--- config.mk ---
export PLATFORM = sky130hd
export DESIGN_NAME = arcino_rf_wb_arbiter
export DESIGN_NICKNAME = d
export VERILOG_FILES = /design/src/rtl/arcino_pkg.sv /design/src/rtl/arcino_rf_inflight_trk.sv /design/src/rtl/arcino_rf_wb_arbiter.sv
export SDC_FILE = /design/constraint.sdc
export NUM_CORES = 1
export LEC_CHECK = 0
export BUFFER_PORTS_ARGS = -buffer_cell sky130_fd_sc_hd__clkbuf_2
export CORE_ASPECT_RATIO = 0.5
export CORE_MARGIN = 4
export CORE_UTILIZATION = 39
export DETAILED_ROUTE_END_ITERATION = 8
export GPL_ROUTABILITY_DRIVEN = 0
export PLACE_DENSITY = 0.75
export SYNTH_ARGS = -nofsm -noshare
export SYNTH_HDL_FRONTEND = slang
export SYNTH_SLANG_ARGS = --single-unit
export TNS_END_PERCENT = 30
--- constraint.sdc ---
create_clock -name clk_i -period 2.8 [get_ports clk_i]
set_input_delay 0.56 -clock clk_i [delete_from_list [all_inputs] [get_ports clk_i]]
set_output_delay 0.56 -clock clk_i [all_outputs]
set_load 0.05 [all_outputs]
--- src/rtl/arcino_pkg.sv ---
// Shared types and helpers for the arcino core register-file path.
package arcino_pkg;

   localparam int ADDR_WIDTH = 5;

   // Which writeback source owns the RF write port in a given cycle.
   typedef enum logic [1:0] {
      WB_SRC_NONE = 2'd0,
      WB_SRC_EX   = 2'd1,
      WB_SRC_LSU  = 2'd2
   } rf_wb_src_e;

   // RV32E has only 16 registers, so bit 4 of a register address is ignored.
   function automatic logic [ADDR_WIDTH-1:0] rf_addr_mask(input logic [ADDR_WIDTH-1:0] addr,
                                                          input logic rv32e);
      rf_addr_mask = rv32e ? {1'b0, addr[ADDR_WIDTH-2:0]} : addr;
   endfunction

endpackage

--- src/rtl/arcino_rf_inflight_trk.sv ---
// Tracks register writes still in flight toward the RF and flags reads
// that would return stale data. S1 is the write currently on the RF port,
// S2 is the one the RF is sampling internally.
module arcino_rf_inflight_trk
   import arcino_pkg::*;
(
   input  logic                  clk,
   input  logic                  rst,
   input  logic                  s1_valid,
   input  logic [ADDR_WIDTH-1:0] s1_addr,
   input  logic [ADDR_WIDTH-1:0] raddr_a,
   input  logic [ADDR_WIDTH-1:0] raddr_b,
   output logic                  hazard_a,
   output logic                  hazard_b
);

   logic                  s2_valid;
   logic [ADDR_WIDTH-1:0] s2_addr;

   // Shift S1 into S2 every cycle; reset drops anything in flight.
   always_ff @(posedge clk or posedge rst) begin
      if (rst) begin
         s2_valid <= 1'b0;
         s2_addr  <= '0;
      end else begin
         s2_valid <= s1_valid;
         s2_addr  <= s1_addr;
      end
   end

   // x0 is never written, so reading it is never a hazard.
   always_comb begin
      hazard_a = (raddr_a != '0) &&
                 ((s1_valid && (s1_addr == raddr_a)) || (s2_valid && (s2_addr == raddr_a)));
      hazard_b = (raddr_b != '0) &&
                 ((s1_valid && (s1_addr == raddr_b)) || (s2_valid && (s2_addr == raddr_b)));
   end

endmodule

--- src/rtl/arcino_rf_wb_arbiter.sv ---
// Arbitrates EX and LSU writebacks onto the single RF write port through
// one registered issue stage, and raises read hazards for decode.
//
// Handshake: a source holds valid/waddr/wdata stable until ready; a transfer
// happens in any cycle where valid & ready. ready is combinational from the
// valids and the starve counter, and exactly one source is accepted in any
// cycle with at least one valid (the RF never back-pressures).
module arcino_rf_wb_arbiter
   import arcino_pkg::*;
#(
   parameter int RV32E       = 0,
   parameter int DataWidth   = 32,
   parameter int StarveLimit = 4
) (
   input  logic                  clk_i,
   input  logic                  rst_i,
   input  logic                  ex_valid_i,
   input  logic [4:0]            ex_waddr_i,
   input  logic [DataWidth-1:0]  ex_wdata_i,
   output logic                  ex_ready_o,
   input  logic                  lsu_valid_i,
   input  logic [4:0]            lsu_waddr_i,
   input  logic [DataWidth-1:0]  lsu_wdata_i,
   output logic                  lsu_ready_o,
   output logic                  rf_we_o,
   output logic [4:0]            rf_waddr_o,
   output logic [DataWidth-1:0]  rf_wdata_o,
   input  logic [4:0]            raddr_a_i,
   input  logic [4:0]            raddr_b_i,
   output logic                  hazard_a_o,
   output logic                  hazard_b_o
);

   localparam int CntW = $clog2(StarveLimit + 1);
   localparam logic [CntW-1:0] CntMax = CntW'(StarveLimit);

   rf_wb_src_e            grant;
   logic [CntW-1:0]       starve_cnt;
   logic                  ex_prio;
   logic                  accept;
   logic [ADDR_WIDTH-1:0] sel_addr;
   logic [DataWidth-1:0]  sel_data;

   assign ex_prio = (starve_cnt == CntMax);

   // LSU wins by default; EX wins once it has waited StarveLimit cycles.
   // Nothing is granted while reset is held.
   always_comb begin
      grant    = WB_SRC_NONE;
      sel_addr = rf_addr_mask(ex_waddr_i, RV32E != 0);
      sel_data = ex_wdata_i;
      if (!rst_i) begin
         if (ex_valid_i && (!lsu_valid_i || ex_prio)) begin
            grant = WB_SRC_EX;
         end else if (lsu_valid_i) begin
            grant    = WB_SRC_LSU;
            sel_addr = rf_addr_mask(lsu_waddr_i, RV32E != 0);
            sel_data = lsu_wdata_i;
         end
      end
   end

   assign ex_ready_o  = (grant == WB_SRC_EX);
   assign lsu_ready_o = (grant == WB_SRC_LSU);
   assign accept      = (grant != WB_SRC_NONE);

   // Count EX wait cycles, saturating at the limit; any EX grant clears it.
   always_ff @(posedge clk_i or posedge rst_i) begin
      if (rst_i) begin
         starve_cnt <= '0;
      end else if (grant == WB_SRC_EX) begin
         starve_cnt <= '0;
      end else if (ex_valid_i && !ex_prio) begin
         starve_cnt <= starve_cnt + CntW'(1);
      end
   end

   // Issue register: an accepted x0 write is swallowed here (we stays low).
   always_ff @(posedge clk_i or posedge rst_i) begin
      if (rst_i) begin
         rf_we_o    <= 1'b0;
         rf_waddr_o <= '0;
         rf_wdata_o <= '0;
      end else begin
         rf_we_o <= accept && (sel_addr != '0);
         if (accept) begin
            rf_waddr_o <= sel_addr;
            rf_wdata_o <= sel_data;
         end
      end
   end

   arcino_rf_inflight_trk u_trk (
      .clk      (clk_i),
      .rst      (rst_i),
      .s1_valid (rf_we_o),
      .s1_addr  (rf_waddr_o),
      .raddr_a  (rf_addr_mask(raddr_a_i, RV32E != 0)),
      .raddr_b  (rf_addr_mask(raddr_b_i, RV32E != 0)),
      .hazard_a (hazard_a_o),
      .hazard_b (hazard_b_o)
   );

endmodule

==> flow_summary.yaml, run 1 <==
floorplan:
  core_mm2: 0.005492
  fp.dieArea_mm2: 0.007053
  top_ports: 130
  die_width_um: 114.8
  start_util_pct: 40.53
  core.rowCount: 19
  die_height_um: 61.42
drt:
  detail_route.drc_violations: 0
  detail_route.iter0.violations: 101
  drt-total-wl_um: 6277
  routed_via_density: 4.933
  drt.antenna.violating_nets: 0
  routedWlPerCell_um: 14.46
  vias: 2141
  detail_route.first_pass.iterations: 4
pwr:
  pwr-share-comb_pct: 36.3
  pwr_density_cell_mw_per_mm2: 820.2
  fraction_of_power_consumed_by_sequential_logic_pct: 37.1
  cellInternalPower_mw: 1.528
  power.switching_fraction_pct: 40.24
  clock_power_share_pct: 26.6
  static-leakage-power_nw: 1.667
  total_switching_power_mw: 1.029
  vdd.ir_drop.worst_mv: 0.3387
critical_path:
  crit_path_max_incr_delay_ps: 460
  worstPathRequired_ps: 2240
  cp.buffers_inverters: 1
  crit_family: "flip-flops"
  worstSetupPathType: "flip-flop to output port"
  startpoint_type: "flip-flop"
  critical_path.endpoint_type: "output port"
  critical_path.slowest_cell: "sky130_fd_sc_hd__dfrtp_1"
  path_max_fanout: 5
  worst_path_arrival_time_ps: 1820
  timing.critical_path.cells: "xor2_1 -> nor4_1 -> nand3_1 -> a21oi_1 -> clkbuf_2"
run_status:
  run_status: "complete, no violations"
yosys:
  synth_top_flop_cell: "sky130_fd_sc_hd__dfrtp_1"
  yosysWarnings: 0
  syn-mean-instance-area_um2: 9.594
  post_synthesis_sequential_element_count: 47
  synthArstFlopShare_pct: 100.0
  ys_top_cells_by_count: "sky130_fd_sc_hd__nand2_1, sky130_fd_sc_hd__dfrtp_1, sky130_fd_sc_hd__a22oi_1, sky130_fd_sc_hd__xor2_1, sky130_fd_sc_hd__a21oi_1"
  synth_edf_count: 0
  synth_top_area_cell: "sky130_fd_sc_hd__dfrtp_1"
  yosys.cell_count.top_type: "sky130_fd_sc_hd__nand2_1"
  synth_fp_nets: 322
  netlist_top_cells_area: "sky130_fd_sc_hd__dfrtp_1, sky130_fd_sc_hd__nand2_1, sky130_fd_sc_hd__a22oi_1, sky130_fd_sc_hd__xor2_1, sky130_fd_sc_hd__mux2i_1"
  cell_area_synth_mm2: 0.002226
  synth_largest_type_area_fraction_pct: 52.84
  postSynthCellCount: 232
  netlist-cell-type-count: 23
  sequential_to_total_area_share_from_yosys_stat_pct: 52.84
timing:
  final_setup_violation_count: 0
  setup_ws_ps: 418.4
  timing.fmax_mhz: 419.9
  final_max_slew_viol_count: 0
  rsz0062_at_grt: "false"
  timing.max_slew.rel_slack_pct: 17.31
  finalHoldViolCount: 0
  period_utilization_post_route_pct: 85.06
  min_period_ps: 2382
  finalClockSkew_ps: 2.984
  tightest_slew_ps: 1240
  fin_tns_setup_ps: 0
cells_and_area:
  area_growth_syn_to_fin_pct: 40.08
  number_of_inserted_filler_cells_in_the_final_layout: 486
  final_layout_size_suffix_gt1_share_pct: 39.89
  fin_nets: 450
  finish.utilization_pct: 56.78
  finish.cell_count_without_fillers: 434
  antenna-diode-count: 0
clocking:
  cts.sinks: 47
  tritoncts: "built"
  ctsLongestPathBuffers: 2
  postCtsHoldBufs: 0
  post_cts_resize_count: 0
  numCtsBuffers: 5
  htree_num_levels: 2
  post-cts-setup-buffer-count: 0
  clock-root-buffer: "sky130_fd_sc_hd__clkbuf_16"
  clk_latency_ps: 280
  clk_pin_slew_ps: 60
grt:
  grt_max_degree: 39
  grt_overflow_total: 0
  antenna_found_initial: 0
  grt_usage_pct: 17.32
  grt_first_pass_wirelength_um: 9577
  first_global_vias: 2115
placement:
  dp_cells: 426
  pre_cts_slack_ps: 436.5
  dp_hpwl_um: 4891
  portBuffers: 129
hold_path:
  worst_hold_path_type: "input port to async pin"
run:
  max_cap_viol_count: 0
==> state kept, by name, indices dropped and copies added (netlist names) <==
signal and flops:
starve_cnt 3, rf_we_o 1, u_trk.s2_valid 1, u_trk.s2_addr 5
rf_wdata_o 32, rf_waddr_o 5
==> kinds of logic after synthesis <==
logic type	share of synthesized area, %
and+or+nand+nor	16.75
AOI/OAI and AO/OA	15.18
DFF	52.84
xor gates and xnor gates	7.869
buffers and inverters	3.541
muxes	2.698
adders and majority gates	1.124
==> metal layers <==
| layer | vias to the layer above | GRT usage, % | share of wire (%) |
|---|---|---|---|
| met5 | - | 0 | 0 |
| met4 | 0 | 4.515 | 1.1 |
| met3 | 7 | 3.042 | 4.3 |
| met2 | 61 | 34.13 | 54 |
| met1 | 1017 | 20.02 | 41 |
| li1 | 1056 | - | - |
==> area by class of cell <==
type                       count  area [um2]  share of cell area, %
inverter                       6       26.28                 0.8427
timing repair buffer         132       668.1                  21.43
clock buffer                   6       138.9                  4.454
sequential                    47        1176                  37.72
tap                           73       91.34                  2.929
clock inverter                 2       35.03                  1.124
multi-input combinational    168       982.2                  31.50
==> path summary, 6_finish.rpt <==
kind / from / depth (start not counted) / endpoint / slack (ps)
max reg2reg: starve_cnt[0]$_DFFE_PP0P_ / 8 / rf_wdata_o[14]$_DFFE_PP0P_ / 870
min in group clk_i: rf_we_o$_DFF_PP0_ / 0 / u_trk.s2_valid$_DFF_PP0_ / 460
min: rst_i / 2 / rf_wdata_o[20]$_DFFE_PP0P_ / 270
max: rf_waddr_o[0]$_DFFE_PP0P_ / 5 / hazard_a_o / 420
max in group asynchronous: rst_i / 3 / rf_wdata_o[25]$_DFFE_PP0P_ / 1790
min reg2reg: rf_we_o$_DFF_PP0_ / 0 / u_trk.s2_valid$_DFF_PP0_ / 460
==> stage by stage <==
stage	power, mW	instance area (um2)	hold WS (ps)
2_1_floorplan	1.608	2230	474.4
3_3_place_gp	1.859	2944	443.9
3_5_place_dp	1.892	2944	444.7
4_1_cts	2.578	3118	268.9
5_1_grt	2.686	3118	304.7
6_report	2.557	3118	270.5
==> layout by cell type (no fill, tap or decap) <==
cell type,instances
sky130_fd_sc_hd__xor2_1,16
sky130_fd_sc_hd__nor2_1,7
sky130_fd_sc_hd__nand3_1,6
sky130_fd_sc_hd__a21oi_1,9
sky130_fd_sc_hd__mux2i_1,6
sky130_fd_sc_hd__clkbuf_8,1
sky130_fd_sc_hd__dfrtp_1,47
sky130_fd_sc_hd__inv_1,4
sky130_fd_sc_hd__xnor2_1,4
sky130_fd_sc_hd__clkinvlp_4,1
sky130_fd_sc_hd__o21ai_0,5
sky130_fd_sc_hd__nand2_1,68
sky130_fd_sc_hd__clkbuf_16,5
sky130_fd_sc_hd__nand2b_1,1
sky130_fd_sc_hd__o21ai_2,1
sky130_fd_sc_hd__or4_1,4
sky130_fd_sc_hd__o22ai_1,1
sky130_fd_sc_hd__clkinv_2,1
sky130_fd_sc_hd__buf_4,3
sky130_fd_sc_hd__bufinv_16,1
sky130_fd_sc_hd__a22oi_1,32
sky130_fd_sc_hd__nor4_1,4
sky130_fd_sc_hd__inv_2,1
sky130_fd_sc_hd__clkbuf_2,129
sky130_fd_sc_hd__a21oi_4,1
sky130_fd_sc_hd__o211ai_1,1
sky130_fd_sc_hd__ha_1,2
==> power by group through the flow <==
stage / clock network [mW] / registers, mW / logic, mW
final: 0.681 / 0.949 / 0.928
after floorplan: 0 / 1.31 / 0.298
after detailed placement: 0 / 0.957 / 0.936
after global routing: 0.717 / 0.969 / 1.00
after CTS: 0.691 / 0.949 / 0.937
after global placement: 0 / 0.953 / 0.906
No activity file was read; power rests on OpenSTA's default activity.
==> run 2, diff against run 1 <==
--- a/config.mk
+++ b/config.mk
@@ -7,8 +7,9 @@
 export LEC_CHECK = 0
 export BUFFER_PORTS_ARGS = -buffer_cell sky130_fd_sc_hd__clkbuf_2
 export CORE_ASPECT_RATIO = 0.5
-export CORE_MARGIN = 4
+export CORE_MARGIN = 2
 export CORE_UTILIZATION = 39
+export CTS_BUF_LIST = sky130_fd_sc_hd__clkbuf_16
 export DETAILED_ROUTE_END_ITERATION = 8
 export GPL_ROUTABILITY_DRIVEN = 0
 export PLACE_DENSITY = 0.75
==> flow_summary.yaml, run 2 (synthesized netlist as in run 1, its figures left out) <==
drt:
  detail_route.first_pass.iterations: 4
  drt-total-wl_um: 5948
  detail_route.iter0.violations: 104
  detail_route.drc_violations: 0
  drt.antenna.violating_nets: 0
  routed_via_density: 4.993
  routedWlPerCell_um: 13.71
  vias: 2167
floorplan:
  fp.dieArea_mm2: 0.006364
  core.rowCount: 19
  core_mm2: 0.005492
  die_height_um: 57.42
  top_ports: 130
  start_util_pct: 40.53
  die_width_um: 110.8
critical_path:
  worstPathRequired_ps: 2240
  startpoint_type: "flip-flop"
  critical_path.endpoint_type: "output port"
  path_max_fanout: 11
  worstSetupPathType: "flip-flop to output port"
  worstReg2RegEnd: "rf_wdata_o[12]$_DFFE_PP0P_"
  reg2reg_slack_ps: 890
  reg2regPathDepth: 8
  critical_path.reg2reg.startpoint: "starve_cnt[0]$_DFFE_PP0P_"
  worst_path_arrival_time_ps: 1800
cells_and_area:
  antenna-diode-count: 0
  top_regs: "rf_wdata_o: 32 flops, rf_waddr_o: 5 flops, u_trk.s2_addr: 5 flops"
  most_common_cell_after_layout_fill_and_taps_aside: "sky130_fd_sc_hd__clkbuf_2"
  most-common-layout-cells: "sky130_fd_sc_hd__clkbuf_2, sky130_fd_sc_hd__nand2_1, sky130_fd_sc_hd__dfrtp_1"
  finish.utilization_pct: 56.09
  multiInputGateArea_um2: 982.2
  largest-register: "rf_wdata_o"
  layout.area.seq_mm2: 0.001176
  fin_nets: 450
  final_layout_size_suffix_gt1_share_pct: 39.06
  largest_register_ffs: 32
  number_of_inserted_filler_cells_in_the_final_layout: 467
  area_growth_syn_to_fin_pct: 38.39
clocking:
  ctsLongestPathBuffers: 2
  cts.sinks: 47
  clk_pin_slew_ps: 60
  clk_latency_ps: 280
  tritoncts: "built"
  post-cts-setup-buffer-count: 0
  htree_num_levels: 2
  postCtsHoldBufs: 0
  clock-root-buffer: "sky130_fd_sc_hd__clkbuf_16"
  numCtsBuffers: 5
  post_cts_resize_count: 0
timing:
  final_setup_violation_count: 0
  tightest_slew_ps: 1293
  rsz0062_at_grt: "false"
  setup_ws_ps: 439.5
  timing.max_slew.rel_slack_pct: 13.78
  holdWs_ps: 277.4
  timing.fmax_mhz: 423.6
  final_max_slew_viol_count: 0
  finalHoldViolCount: 0
  finalClockSkew_ps: 5.168
  min_period_ps: 2361
  fin_tns_setup_ps: 0
  period_utilization_post_route_pct: 84.30
pwr:
  fraction_of_power_consumed_by_sequential_logic_pct: 39.3
  static-leakage-power_nw: 1.651
  power_mw: 2.410
  clock_power_share_pct: 22.4
  pwr_density_cell_mw_per_mm2: 782.5
  vdd.ir_drop.worst_mv: 0.3835
  power.switching_fraction_pct: 41.67
  pwr-share-comb_pct: 38.3
  total_switching_power_mw: 1.004
  cellInternalPower_mw: 1.406
grt:
  first_global_vias: 2233
  grt_usage_pct: 19.04
  grt_first_pass_wirelength_um: 9887
  grt_overflow_total: 0
  antenna_found_initial: 0
  grt_max_degree: 39
placement:
  dp_hpwl_um: 4531
  pre_cts_slack_ps: 436.8
  portBuffers: 129
run:
  max_cap_viol_count: 0
run_status:
  run_status: "complete, no violations"
hold_path:
  worst_hold_path_type: "input port to async pin"
run 2: cell types whose count changed in the layout (fill, tap and decap cells not counted), sizes merged:
| cell | previous run | this run |
|---|---|---|
| inv | 5 | 6 |
| clkbuf | 135 | 134 |
| bufinv | 1 | 0 |
| clkinv | 1 | 2 |
run 2: final cells by class:
| class | count | share of cell area, % |
|---|---|---|
| Inverter | 6 | 0.8530 |
| Clock inverter | 3 | 0.3656 |
| Multi-Input combinational cell | 168 | 31.88 |
| Timing Repair Buffer | 132 | 21.69 |
| Tap cell | 73 | 2.965 |
| Clock buffer | 5 | 4.062 |
| Sequential cell | 47 | 38.18 |
run 2: power by group through the flow:
stage	Clock (mW)	Sequential, mW	Combinational [mW]
floorplan	0	1.31	0.298
global placement	0	0.950	0.902
detailed placement	0	0.958	0.930
CTS	0.554	0.948	0.931
global route	0.584	0.966	0.999
finish	0.539	0.948	0.924
run 2: worst max path at each step:
stage                              start           to  slack [ps]
2_1_floorplan  rf_waddr_o[0]$_DFFE_PP0P_   hazard_a_o         260
3_3_place_gp                       rst_i  lsu_ready_o         520
3_5_place_dp                       rst_i  lsu_ready_o         440
4_1_cts                            rst_i  lsu_ready_o         410
5_1_grt                            rst_i  lsu_ready_o         270
6_report       starve_cnt[0]$_DFFE_PP0P_  lsu_ready_o         440
run 2: routing by layer:
layer | routed length, um | GRT usage (%)
met5 | 0 | 0
met2 | 3166 | 35.67
met3 | 240 | 3.826
met1 | 2407 | 22.31
met4 | 134 | 6.786
run 2: through the flow:
| step | std cells | cell area (um2) |
|---|---|---|
| 2_1_floorplan | 232 | 2230 |
| 3_3_place_gp | 426 | 2944 |
| 3_5_place_dp | 426 | 2944 |
| 4_1_cts | 434 | 3080 |
| 5_1_grt | 434 | 3080 |
| 6_report | 434 | 3080 |
run 2: critical path: stages, from the launching register on:
cell and delay [ps]:
sky130_fd_sc_hd__dfrtp_1 390, sky130_fd_sc_hd__inv_1 60, sky130_fd_sc_hd__ha_1 230, sky130_fd_sc_hd__nand3_1 90
sky130_fd_sc_hd__nand3_1 290, sky130_fd_sc_hd__inv_2 160, sky130_fd_sc_hd__clkbuf_2 290
==> run 3, diff against run 2 <==
==> constraint.sdc (replaced) <==
create_clock -name clk_i -period 2 [get_ports clk_i]
set_input_delay 0.4 -clock clk_i [delete_from_list [all_inputs] [get_ports clk_i]]
set_output_delay 0.4 -clock clk_i [all_outputs]
set_load 0.05 [all_outputs]
==> flow_summary.yaml, run 3 (synthesized netlist as in run 1, its figures left out) <==
cells_and_area:
  multiInputGateArea_mm2: 0.001018
  fin_area_mm2: 0.003219
  number_of_inserted_filler_cells_in_the_final_layout: 477
  top_regs: "rf_wdata_o: 32 flops, rf_waddr_o: 5 flops, u_trk.s2_addr: 5 flops"
  largest-register: "rf_wdata_o"
  layout.area.seq_mm2: 0.001180
  final_layout_size_suffix_gt1_share_pct: 43.09
  largest_register_ffs: 32
  most-common-layout-cells: "sky130_fd_sc_hd__clkbuf_2, sky130_fd_sc_hd__nand2_1, sky130_fd_sc_hd__dfrtp_1"
  antenna-diode-count: 0
  finish.utilization_pct: 58.62
  fin_nets: 459
  area_growth_syn_to_fin_pct: 44.63
  most_common_cell_after_layout_fill_and_taps_aside: "sky130_fd_sc_hd__clkbuf_2"
  finish.cell_count_without_fillers: 442
drt:
  detail_route.iter0.violations: 89
  vias: 2208
  detail_route.drc_violations: 0
  drt.antenna.violating_nets: 0
  drt-total-wl_um: 6222
  routedWlPerCell_um: 14.08
  routed_via_density: 4.995
  detail_route.first_pass.iterations: 6
grt:
  grt_max_degree: 37
  grt_overflow_total: 0
  antenna_found_initial: 0
  grt_first_pass_wirelength_um: 9922
  first_global_vias: 2196
  grt_usage_pct: 19.32
timing:
  min_period_ps: 2077
  final_max_slew_viol_count: 0
  setup_ws_ps: -77.01
  period_utilization_post_route_pct: 103.9
  holdWs_ps: 201.5
  tightest_slew_ps: 1226
  timing.max_slew.rel_slack_pct: 18.24
  final_setup_violation_count: 2
  fin_tns_setup_ps: -141.9
  finalClockSkew_ps: 4.379
  rsz0062_at_grt: "true"
  timing.fmax_mhz: 481.5
  finalHoldViolCount: 0
critical_path:
  crit_family: "simple AND/OR/NAND/NOR gates"
  reg2reg_slack_ps: 290
  critical_path.slowest_cell: "sky130_fd_sc_hd__dfrtp_1"
  critical_path.reg2reg.startpoint: "starve_cnt[0]$_DFFE_PP0P_"
  worstReg2RegEnd: "rf_waddr_o[1]$_DFFE_PP0P_"
  critPathLaunch: "rf_waddr_o[2]$_DFFE_PP0P_"
  path_max_fanout: 3
  worstPathRequired_ps: 1600
  critical_path.endpoint_type: "output port"
  worstSetupPathType: "flip-flop to output port"
  cp.buffers_inverters: 1
  timing.critical_path.cells: "xor2_1 -> nor4_2 -> nand3_1 -> a21oi_4 -> clkbuf_8"
  crit_path_max_incr_delay_ps: 420
  reg2regPathDepth: 7
  worst_path_arrival_time_ps: 1680
  startpoint_type: "flip-flop"
  critical_path_cell_count: 5
clocking:
  clk_pin_slew_ps: 60
  numCtsBuffers: 5
  htree_num_levels: 2
  ctsLongestPathBuffers: 2
  tritoncts: "built"
  cts.sinks: 47
  clock-root-buffer: "sky130_fd_sc_hd__clkbuf_16"
  clk_latency_ps: 280
  postCtsHoldBufs: 0
floorplan:
  die_height_um: 57.42
  top_ports: 130
  core_mm2: 0.005492
  die_width_um: 110.8
  fp.dieArea_mm2: 0.006364
  start_util_pct: 40.53
  core.rowCount: 19
pwr:
  power_mw: 3.471
  static-leakage-power_nw: 1.700
  vdd.ir_drop.worst_mv: 0.5925
  pwr_density_cell_mw_per_mm2: 1078
placement:
  pre_cts_slack_ps: -43.08
  portBuffers: 129
  dp_hpwl_um: 4809
  dp_cells: 433
  placed_area_mm2: 0.003042
run:
  max_cap_viol_count: 0
run_status:
  run_status: "finished, violations left"
  failed_checks: "setup timing"
hold_path:
  worst_hold_path_type: "input port to async pin"
[run 3: cell count changes in the layout (fill, tap and decap cells not counted), moves of 2 or more]
cell,change
sky130_fd_sc_hd__a21oi_1,-2
sky130_fd_sc_hd__a21oi_4,+2
sky130_fd_sc_hd__buf_4,+9
sky130_fd_sc_hd__clkbuf_2,-3
sky130_fd_sc_hd__dfrtp_1,-3
sky130_fd_sc_hd__dfrtp_2,+3
[run 3: tightest hold or removal path: stages]
cell and delay, ps:
sky130_fd_sc_hd__clkbuf_2 130, sky130_fd_sc_hd__clkinvlp_4 90, sky130_fd_sc_hd__buf_4 220
[run 3: timing repair]
item | in CTS | in global routing
cloned | 0 | 0
endpoints found under the setup margin | 2 | 4
gates resized for setup | 4 | 4
pin swaps | 6 | 3
setup buffers | 1 | 1
[run 3: worst max-delay path by stage]
stage | slack [ps] | to
floorplan | 0.3 | hazard_b_o
global placement | 50 | hazard_b_o
detailed placement | -40 | hazard_a_o
CTS | -140 | hazard_a_o
global route | -190 | hazard_b_o
finish | -80 | hazard_a_o
[run 3: cell type report]
cell class                      count  area share [%]
Timing Repair Buffer              141           23.90
Multi-Input combinational cell    168           31.64
Inverter                            6          0.8162
Clock inverter                      2          0.2721
Tap cell                           73           2.837
Clock buffer                        5           3.887
Sequential cell                    47           36.65
[run 3: routing by layer]
metal  vias up  GRT usage [%]  routed length [um]
li1       1073              -                   -
met4         0          5.893                  84
met2        71          36.99                3424
met3         8          4.145                 224
met5         -              0                   0
met1      1056          22.20                2488
[run 3: where the power goes]
part	leakage, nW	total (mW)	switching (mW)	internal, mW
clock network	0.0671	0.771	0.321	0.449
logic	1.07	1.38	0.963	0.420
registers	0.566	1.32	0.159	1.16
